### src/rtl/hazard_scoreboard.sv
// Register-readiness scoreboard for an in-order pipeline: tracks pending producers
// per register plus one outstanding long-latency op, and raises a combinational ID stall.
module hazard_scoreboard #(
  parameter int CNT_W = 32,
  parameter int NREG  = 32
) (
  input  logic             clk,
  input  logic             rst,
  input  logic             id_valid,
  input  logic             id_kill,
  input  logic [4:0]       id_rs1,
  input  logic [4:0]       id_rs2,
  input  logic             id_use_rs1,
  input  logic             id_use_rs2,
  input  logic             id_early,
  input  logic [4:0]       id_rd,
  input  logic             id_reg_we,
  input  logic [1:0]       id_class,
  input  logic             long_done,
  output logic             stall,
  output logic [1:0]       stall_reason,
  output logic             long_busy,
  output logic [CNT_W-1:0] stall_cycles
);

  localparam logic [1:0] CLS_LOAD = 2'b01;
  localparam logic [1:0] CLS_LONG = 2'b10;

  // cnt: 0 ready, 1..2 cycles until forwardable, 3 parked until long_done
  logic [1:0] cnt [NREG];
  logic [4:0] long_rd;

  logic [1:0] cnt_rs1;
  logic [1:0] cnt_rs2;
  logic       data_haz;
  logic       struct_haz;
  logic       id_live;
  logic       issue;
  logic       release_long;
  logic       wr_en;
  logic [1:0] load_val;

  // x0 is never looked up, so it can never report a pending value
  always_comb begin
    cnt_rs1 = 2'd0;
    cnt_rs2 = 2'd0;
    for (int r = 1; r < NREG; r++) begin
      if (id_rs1 == 5'(r)) cnt_rs1 = cnt[r];
      if (id_rs2 == 5'(r)) cnt_rs2 = cnt[r];
    end
  end

  // Early consumers need the value one cycle sooner than EX consumers
  always_comb begin
    data_haz = 1'b0;
    if (id_use_rs1 && (id_early ? (cnt_rs1 != 2'd0) : cnt_rs1[1])) data_haz = 1'b1;
    if (id_use_rs2 && (id_early ? (cnt_rs2 != 2'd0) : cnt_rs2[1])) data_haz = 1'b1;
  end

  assign struct_haz   = (id_class == CLS_LONG) && long_busy && !long_done;
  assign id_live      = id_valid && !id_kill && !rst;
  assign stall        = id_live && (data_haz || struct_haz);
  assign stall_reason = id_live ? {struct_haz, data_haz} : 2'b00;

  assign issue        = id_valid && !id_kill && !stall;
  assign release_long = long_done && long_busy;
  assign wr_en        = issue && id_reg_we && (id_rd != 5'd0);

  always_comb begin
    case (id_class)
      CLS_LOAD: load_val = 2'd2;
      CLS_LONG: load_val = 2'd3;
      default:  load_val = 2'd1;
    endcase
  end

  always_ff @(posedge clk) begin
    if (rst) begin
      for (int r = 0; r < NREG; r++) cnt[r] <= 2'd0;
      long_busy    <= 1'b0;
      long_rd      <= 5'd0;
      stall_cycles <= '0;
    end else begin
      cnt[0] <= 2'd0;
      // A new producer overrides both decay and a pending long release (WAW)
      for (int r = 1; r < NREG; r++) begin
        if (wr_en && (id_rd == 5'(r))) begin
          cnt[r] <= load_val;
        end else if (cnt[r] == 2'd3) begin
          if (release_long && (long_rd == 5'(r))) cnt[r] <= 2'd1;
        end else if (cnt[r] != 2'd0) begin
          cnt[r] <= cnt[r] - 2'd1;
        end
      end

      if (issue && (id_class == CLS_LONG)) begin
        long_busy <= 1'b1;
        long_rd   <= id_reg_we ? id_rd : 5'd0;
      end else if (release_long) begin
        long_busy <= 1'b0;
      end

      if (stall && !(&stall_cycles)) stall_cycles <= stall_cycles + 1'b1;
    end
  end

endmodule

### config.mk
export PLATFORM = sky130hd
export DESIGN_NAME = hazard_scoreboard
export DESIGN_NICKNAME = d
export VERILOG_FILES = /design/src/rtl/hazard_scoreboard.sv
export SDC_FILE = /design/constraint.sdc
export NUM_CORES = 1
export LEC_CHECK = 0
export CELL_PAD_IN_SITES_DETAIL_PLACEMENT = 1
export CELL_PAD_IN_SITES_GLOBAL_PLACEMENT = 1
export CORE_MARGIN = 5
export CORE_UTILIZATION = 35
export DETAILED_ROUTE_END_ITERATION = 8
export GPL_ROUTABILITY_DRIVEN = 0
export GPL_TIMING_DRIVEN = 0
export PLACE_DENSITY_LB_ADDON = 0.1
export SKIP_CTS_REPAIR_TIMING = 1
export SKIP_LAST_GASP = 1
export SYNTH_ARGS = -nofsm -noshare
export SYNTH_HDL_FRONTEND = slang
export SYNTH_SLANG_ARGS = --single-unit
### constraint.sdc
create_clock -name clk -period 10.1 [get_ports clk]
set_clock_uncertainty 0.15 [all_clocks]
set_input_delay 1.515 -clock clk [delete_from_list [all_inputs] [get_ports clk]]
set_output_delay 1.515 -clock clk [all_outputs]
set_load 0.03 [all_outputs]
## Word-level counts from Yosys, hierarchy flattened

Memories as Yosys holds them, arrays and structs flattened.
Index checks and enable logic that the tools add are counted.

- Bits in registers: 38
- RAM bits: 64
- Memories kept: 1
- Logic and storage cells: 975
- Output and inout port bits: 36
- Input port bits: 26

- Reduce and logical (&&, ||, !) cells: 117
- Eq/ne operators: 157
- Bitwise operators: 94
- Muxes and demuxes: 571
- Add/subtract/negate cells: 32

Memory list:

| name | depth | bits a word | read ports | clocked after memory_dff | write ports | line | text |
|---|---|---|---|---|---|---|---|
| cnt | 32 | 2 | 31 | 0 | 32 | 30 | `logic [1:0] cnt [NREG];` |

Operator list:

| cell | number |
|---|---|
| $mux 1 | 412 |
| $eq 5x5->1 const B | 64 |
| $mux 2 | 157 |
| $eq 5x4->1 const B | 32 |
| $or 1x1->1 | 94 |
| $eq 5x3->1 const B | 16 |
| $logic_and 1x1->1 | 75 |
| $reduce_bool 2->1 | 34 |
| $eq 2x2->1 const B | 32 |
| $sub 2x1->2 const B | 31 |
| $eq 5x2->1 const B | 8 |
| $add 32x1->32 const B | 1 |
| $reduce_and 32->1 | 1 |
| $eq 5x1->1 const B | 4 |
| $logic_not 1->1 | 5 |
| $mux 5 | 1 |
| $reduce_bool 5->1 | 1 |
| $pmux 2 s2 | 1 |
| $eq 2x1->1 const B | 1 |
| $logic_or 1x1->1 | 1 |

## Depth between registers and ports, before layout

Gate-level depths: netlist of run 1.

- Depth in word-level cells: 50
- Gate-level depth with buffers: 15
- Depth with buffers taken out: 10

## Worst setup path after synthesis of run 1

Ideal clock, no wire load.

- Path kind: input to output
- Start point: input port id_rs1[2]
- End point: output port stall
- Required time: 8435 ps
- Buffers on the path: 3
- Slack: 4816 ps
- Cell stages on the path: 11
- Arrival: 3619 ps
- Cells stage by stage: buf_2 nor2_1 or3_1 a311o_1 o211a_1 a2111o_1 nand4_2 nor3_2 inv_2 buf_2 buf_2

- Word-level cells in the longest chain between the ends: 39
- Elaborated cells between the ends (all ways): 69
- Classes of those cells: 31 x eq/ne; 34 x mux; 4 x reduce/logical

RTL lines:

| what | line | text |
|---|---|---|
| start, declared | 11 | `input logic [4:0] id_rs1,` |
| $eq 5x1->1 | 48 | `if (id_rs1 == 5'(r)) cnt_rs1 = cnt[r];` |
| $mux 2 (30 in a row) | 48 |  |
| $mux 2 (*) | 48 |  |
| $reduce_bool 2->1 | 56 | `if (id_use_rs1 && (id_early ? (cnt_rs1 != 2'd0) : cnt_rs1[1])) data_haz = 1'b1;` |
| $mux 1 (*) | 56 |  |
| $logic_and 1x1->1 (*) | 56 |  |
| $mux 1 (*) | 56 |  |
| $mux 1 (*) | 57 | `if (id_use_rs2 && (id_early ? (cnt_rs2 != 2'd0) : cnt_rs2[1])) data_haz = 1'b1;` |
| $logic_or 1x1->1 (*) | 62 | `assign stall = id_live && (data_haz \|\| struct_haz);` |
| $logic_and 1x1->1 (*) | 62 |  |
| end, declared | 20 | `output logic stall,` |

Every way passes the cells marked *; elsewhere a longest branch is shown, timed or not.

## Final worst setup path of run 1

- Start point: input port rst
- End point: output port stall

- Word-level cells in the longest chain between the ends: 3

RTL lines:

| what | line | text |
|---|---|---|
| start, declared | 8 | `input logic rst,` |
| $logic_not 1->1 | 61 | `assign id_live = id_valid && !id_kill && !rst;` |
| $logic_and 1x1->1 | 61 |  |
| $logic_and 1x1->1 | 62 |  |

Every way passes these cells.

==> qor.csv, run 1 <==
metric,value,unit
Port Buffers,53,
yosys warns,0,
fmax,0.128,GHz
ranking of synthesized cells by area,"edfxtp_1 (23%), dfxtp_1 (9.3%), ha_1 (5.2%)",
Skew-Pair Late Insertion Delay,0.37,ns
ys async rst share,0,
Overflow after GRT,0,
syn_area_per_cell,8.29,sq um
slew margin rel.,0.141,
DR DRC count,0,
max-cap violations,0,
crit path launch,rst,
vias in the first global route,8764,
CP Capture Type,output port,
vias per inst,6.20,
M2 GR Usage,0.446,
Mapped Cells,987,
Worst path max stage delay,0.87,ns
Sw Ratio,0.401,
fin nets,1112,
CORE AREA,23300,sq um
Num CTS Buffers,9,
area delta synth->final,15.1,%
"Req. time, crit path",8.44,ns
Global Route met3 Usage,0.0504,
total track usage,0.266,
Peak VDD IR,0.0000776,V
first-pass GRT wire length,53900,um
total power,1.74,mW
top_reg_cell synth,edfxtp_1,
fin crit period,7.80,ns
status,"complete, no violations",
initial DRC count,613,
CP startpoint kind,input pin,
Die ar.,26500,sq um
Synth Cell Area,8190,sq um
CTS tree,done,
final WL,35200,um
fill count,2849,
largest area contributor in the netlist,edfxtp_1,
Final Slew Violations,0,
layout cells sized above 1,0.0965,
"critical path fanouts, max",10,
Post-DP HPWL,27600,um
post-detailed-route count of antenna-violating nets,0,
largest net degree at the start of global routing,19,
P_sw,0.699,mW
Setup Total Neg Slack,0,ns
slowest library cell on the worst path,nor3b_1,
Pre-antenna DRT Iters,5,
RSZ-0062 raised after global routing,false,
via count,8533,
Hold Fails Final Rpt,0,
chip height,163,um
FF-to-FF Start,cnt[0][60],
htree depth,3,
I/O Pins,62,
synth unique cells,71,
"commonest non-fill, non-tap cell in the layout",nor2_1,
period utilization,0.772,
Worst Setup Path Type,in -> out,
initial antenna violation count,4,
"Data arrival, critical path",6.14,ns
"commonest non-fill, non-tap cells in the layout","nor2_1 (100), nand2_1 (92), a21oi_1 (62), edfxtp_1 (62), clkdlybuf4s50_1 (53)",
clock share of power,0.200,
number of synthesized flops with an enable pin,62,
CTS max path bufs,2,
Worst Max-Slew Pin Slew,1.28,ns
HP Class,reg -> reg,
syn nets,1047,
number of synthesized register bits,100,
"CTS clk-pin slew, worst paths",0.08,ns
clock sink count,100,
Hold Path Origin,stall_cycles[8],
top cell type's share of synthesized area,0.227,
Cell Rows,56,
LEAKAGE,3.26,nW
sequential share of power,0.432,
Die W,163,um
sequential share of the synthesized area,0.320,
Gate power share,0.368,
initial core utilization,0.352,
Power Dens Cells,185,nW/um^2
wire per inst,25.6,um
crit-path cells,clkdlybuf4s50_1 > nor3b_1 > o311ai_0 > a2111o_1 > o31ai_1 > a41oi_1 > nand2b_1 > nor3_2 > inv_2 > buf_2 > buf_2 > clkdlybuf4s50_1,
clk root buf,clkbuf_16,
Reg2Reg Setup Slack,5.87,ns
setup violators final,0,
GR peak layer,met2,
Internal Power,1.04,mW
GR Util met1,0.336,
## flip-flops by register name, indices dropped and copies added, names as in the netlist
register,count
cnt,62
long_rd,5
stall_cycles,32
long_busy,1
## power groups by stage
stage / logic, mW / clock network (mW) / registers (mW)
2_1_floorplan: 0.485 / 0 / 0.660
3_3_place_gp: 0.614 / 0 / 0.752
3_5_place_dp: 0.633 / 0 / 0.754
4_1_cts: 0.637 / 0.359 / 0.746
5_1_grt: 0.718 / 0.373 / 0.760
6_report: 0.640 / 0.349 / 0.753
## final cells by class
class | count | area, sq um | share of cell area
Inverter | 21 | 78.8 | 0.00837
Clock buffer | 10 | 229 | 0.0243
Multi-Input combinational cell | 792 | 5150 | 0.547
Buffer | 74 | 342 | 0.0363
Sequential cell | 100 | 2620 | 0.278
Clock inverter | 6 | 52.6 | 0.00558
Tap cell | 319 | 399 | 0.0424
Timing Repair Buffer | 54 | 542 | 0.0575
Antenna cell | 1 | 2.50 | 0.000266
## logic make-up (layout without fill, tap and decap cells)
kind of cell,Yosys count,after routing,synth area share
buf+inv,95,165,0.0514
flops,100,100,0.320
other cells,0,1,0
mux,45,45,0.0570
fa+ha+maj,34,34,0.0520
compound gates,284,284,0.252
simple gates,429,429,0.267
## path summary, 6_finish.rpt
check	to	cells after the start
worst min register to register	stall_cycles[8]	2
worst max-delay path	stall	12
worst max register to register	cnt[0][32]	12
worst min-delay path	stall_cycles[8]	2
## stage by stage
stage,instances,setup WS [ns],hold slack [ns],cell area (sq um),util
2_1_floorplan,987,4.82,0.357,8190,-
3_3_place_gp,1359,2.30,0.335,9120,0.392
3_5_place_dp,1360,2.39,0.337,9140,0.393
4_1_cts,1376,2.37,0.349,9420,0.405
5_1_grt,1377,2.26,0.374,9420,0.405
6_report,1377,2.30,0.347,9420,0.405
## routing by layer
| layer | wire length, um | part of all wire |
|---|---|---|
| met1 | 15100 | 0.43 |
| met5 | 33 | 0.00094 |
| met4 | 1510 | 0.043 |
| met2 | 16500 | 0.47 |
| met3 | 2090 | 0.059 |
## cell usage after synthesis (6+ instances only)
master / n
nor3_1: 35
o31a_1: 12
nand3_1: 51
or3_1: 24
nor2_1: 100
o211ai_1: 18
or4_1: 12
o31ai_1: 25
a31oi_1: 16
mux2i_1: 32
buf_2: 27
a211oi_1: 11
o311ai_0: 7
and2_1: 11
nand2_1: 92
inv_1: 19
and3_1: 16
o221a_2: 8
o21ai_0: 22
dfxtp_1: 38
nand4_1: 8
nor2b_1: 21
o21a_1: 6
a31o_2: 16
nand2b_1: 17
nor4_1: 7
clkbuf_1: 39
a311oi_1: 9
a21oi_1: 62
a21o_1: 6
mux2_2: 13
edfxtp_1: 62
ha_1: 34
## critical path, delay by kind of cell
family / cells / cell delay (ns)
buf+inv: 5 / 2.17
compound gates: 4 / 1.27
simple gates: 3 / 1.16
Power figures use the tool's default switching activity.
==> inputs of run 2 (changes only) <==
==> constraint.sdc (replaced) <==
create_clock -name clk -period 8.05 [get_ports clk]
set_clock_uncertainty 0.15 [all_clocks]
set_input_delay 1.2075 -clock clk [delete_from_list [all_inputs] [get_ports clk]]
set_output_delay 1.2075 -clock clk [all_outputs]
set_load 0.03 [all_outputs]
==> results of run 2 <==
The final DEF is identical to that of run 1. Status: complete, no violations.
Main changes from that run: setup slack after placement 2.39 ns -> 0.952 ns; setup slack after layout 2.30 ns -> 0.865 ns; register-to-register setup slack 5.87 ns -> 3.82 ns; total power 1.74 mW -> 2.18 mW; worst IR drop on VDD 0.0000776 V -> 0.0000973 V
==> inputs of run 3 (changes only) <==
--- a/config.mk
+++ b/config.mk
@@ -7,6 +7,7 @@
 export LEC_CHECK = 0
 export CELL_PAD_IN_SITES_DETAIL_PLACEMENT = 1
 export CELL_PAD_IN_SITES_GLOBAL_PLACEMENT = 1
+export CORE_ASPECT_RATIO = 1.4
 export CORE_MARGIN = 5
 export CORE_UTILIZATION = 35
 export DETAILED_ROUTE_END_ITERATION = 8
@@ -14,7 +15,6 @@
 export GPL_TIMING_DRIVEN = 0
 export PLACE_DENSITY_LB_ADDON = 0.1
 export SKIP_CTS_REPAIR_TIMING = 1
-export SKIP_LAST_GASP = 1
 export SYNTH_ARGS = -nofsm -noshare
 export SYNTH_HDL_FRONTEND = slang
 export SYNTH_SLANG_ARGS = --single-unit
==> qor.csv, run 3 (synthesis gave the netlist of run 1 again) <==
metric,value,unit
status,"complete, no violations",
DR DRC count,0,
placed instance area,9110,sq um
CORE AREA,23100,sq um
Skew-Pair Late Insertion Delay,0.36,ns
most flop-heavy register,cnt,
Num CTS Buffers,9,
Die ar.,26600,sq um
Post-Layout Cell Count,1362,
vias per inst,6.26,
clk root buf,clkbuf_16,
Port Buffers,53,
r2r endpoint,cnt[0][14],
via count,8530,
first-pass GRT wire length,55000,um
Post-DP HPWL,29000,um
diode count,0,
CTS tree,done,
hold_ws,0.354,ns
Worst Setup Path Type,in -> out,
clock sink count,100,
RSZ-0062 raised after global routing,false,
fin crit period,7.25,ns
final WL,36200,um
Worst R2R Path Depth,11,
Worst Max-Slew Pin Slew,1.17,ns
largest net degree at the start of global routing,16,
Gate power share,0.363,
"commonest non-fill, non-tap cell in the layout",nor2_1,
Cell Rows,66,
crit path launch,rst,
period utilization,0.901,
CP endpoint,stall,
initial DRC count,514,
sequential share of power,0.422,
Power Dens Cells,233,nW/um^2
Internal Power,1.36,mW
Sw Ratio,0.381,
setup violators final,0,
Largest regs,"cnt (62), stall_cycles (32), long_rd (5)",
Final Slew Violations,0,
"commonest non-fill, non-tap cells in the layout","nor2_1 (100), nand2_1 (92), a21oi_1 (62), edfxtp_1 (62), clkdlybuf4s50_1 (53)",
Setup Total Neg Slack,0,ns
cell count after placement,1346,
LEAKAGE,3.27,nW
Reg2Reg Setup Slack,3.64,ns
fin nets,1111,
Overflow after GRT,0,
initial antenna violation count,0,
vias in the first global route,9074,
chip height,191,um
CP startpoint kind,input pin,
area delta synth->final,15.0,%
layout cells sized above 1,0.0938,
Pre-antenna DRT Iters,5,
"Core Util, Final",0.407,
max FFs per register,62,
total power,2.19,mW
CTS max path bufs,2,
P_sw,0.835,mW
CP Capture Type,output port,
initial core utilization,0.354,
"critical path fanouts, max",10,
I/O Pins,62,
max-cap violations,0,
post-detailed-route count of antenna-violating nets,0,
"Data arrival, critical path",5.89,ns
HP Class,reg -> reg,
"CTS clk-pin slew, worst paths",0.07,ns
slew margin rel.,0.219,
wire per inst,26.6,um
fmax,0.138,GHz
total track usage,0.270,
Hold Fails Final Rpt,0,
Final WS setup,0.800,ns
Finished Cell Area,9420,sq um
Die W,139,um
htree depth,3,
Peak VDD IR,0.000117,V
"Req. time, crit path",6.69,ns
FF-to-FF Start,cnt[0][60],
clock share of power,0.214,
dpl ws,0.943,ns
run 3: changes by cell type in the layout (fill, tap and decap cells not counted):
cell        before  now
buf_6            3    2
bufinv_16        0    2
clkbuf_1        40   39
clkinv_1         0    3
clkinv_2         0    1
clkinvlp_2       0    1
clkinvlp_4       2    0
diode_2          1    0
inv_6            3    0
inv_8            1    0
run 3: worst min-delay path by stage:
stage                     start               end  slack, ns  depth (start not counted)
2_1_floorplan        long_rd[1]        long_rd[1]       0.36                          2
3_3_place_gp    stall_cycles[8]   stall_cycles[8]       0.33                          2
3_5_place_dp    stall_cycles[8]   stall_cycles[8]       0.34                          2
4_1_cts        stall_cycles[14]  stall_cycles[14]       0.36                          2
5_1_grt        stall_cycles[14]  stall_cycles[14]       0.39                          2
6_report       stall_cycles[14]  stall_cycles[14]       0.35                          2
run 3: per-layer routing:
layer,routed length (um),vias to the layer above,global-route usage
met5,0,-,0
met3,1350,118,0.0260
li1,-,3940,-
met1,13900,4178,0.293
met2,18600,294,0.503
met4,2290,0,0.164
run 3: power groups by stage:
stage / Combinational, mW / Sequential [mW] / Clock (mW)
after floorplan: 0.608 / 0.828 / 0
after CTS: 0.794 / 0.919 / 0.480
after global routing: 0.888 / 0.938 / 0.501
after detailed placement: 0.793 / 0.930 / 0
final: 0.797 / 0.927 / 0.470
after global placement: 0.772 / 0.926 / 0
run 3: worst max-delay path, stage by stage:
cell and delay, ns:
clkdlybuf4s50_1 0.59, nor3b_1 0.95, o311ai_0 0.44, a2111o_1 0.44, o31ai_1 0.12, a41oi_1 0.21, nand2b_1 0.24, nor3_2 0.07
inv_2 0.23, buf_2 0.28, buf_2 0.35, clkdlybuf4s50_1 0.74
run 3: final cells by class:
type | count | area (sq um)
fill | 2796 | 13700
multi-input combinational | 792 | 5150
sequential | 100 | 2620
timing repair buffer | 53 | 531
tap | 306 | 383
buffer | 74 | 342
clock buffer | 9 | 225
clock inverter | 7 | 81.3
inverter | 21 | 78.8
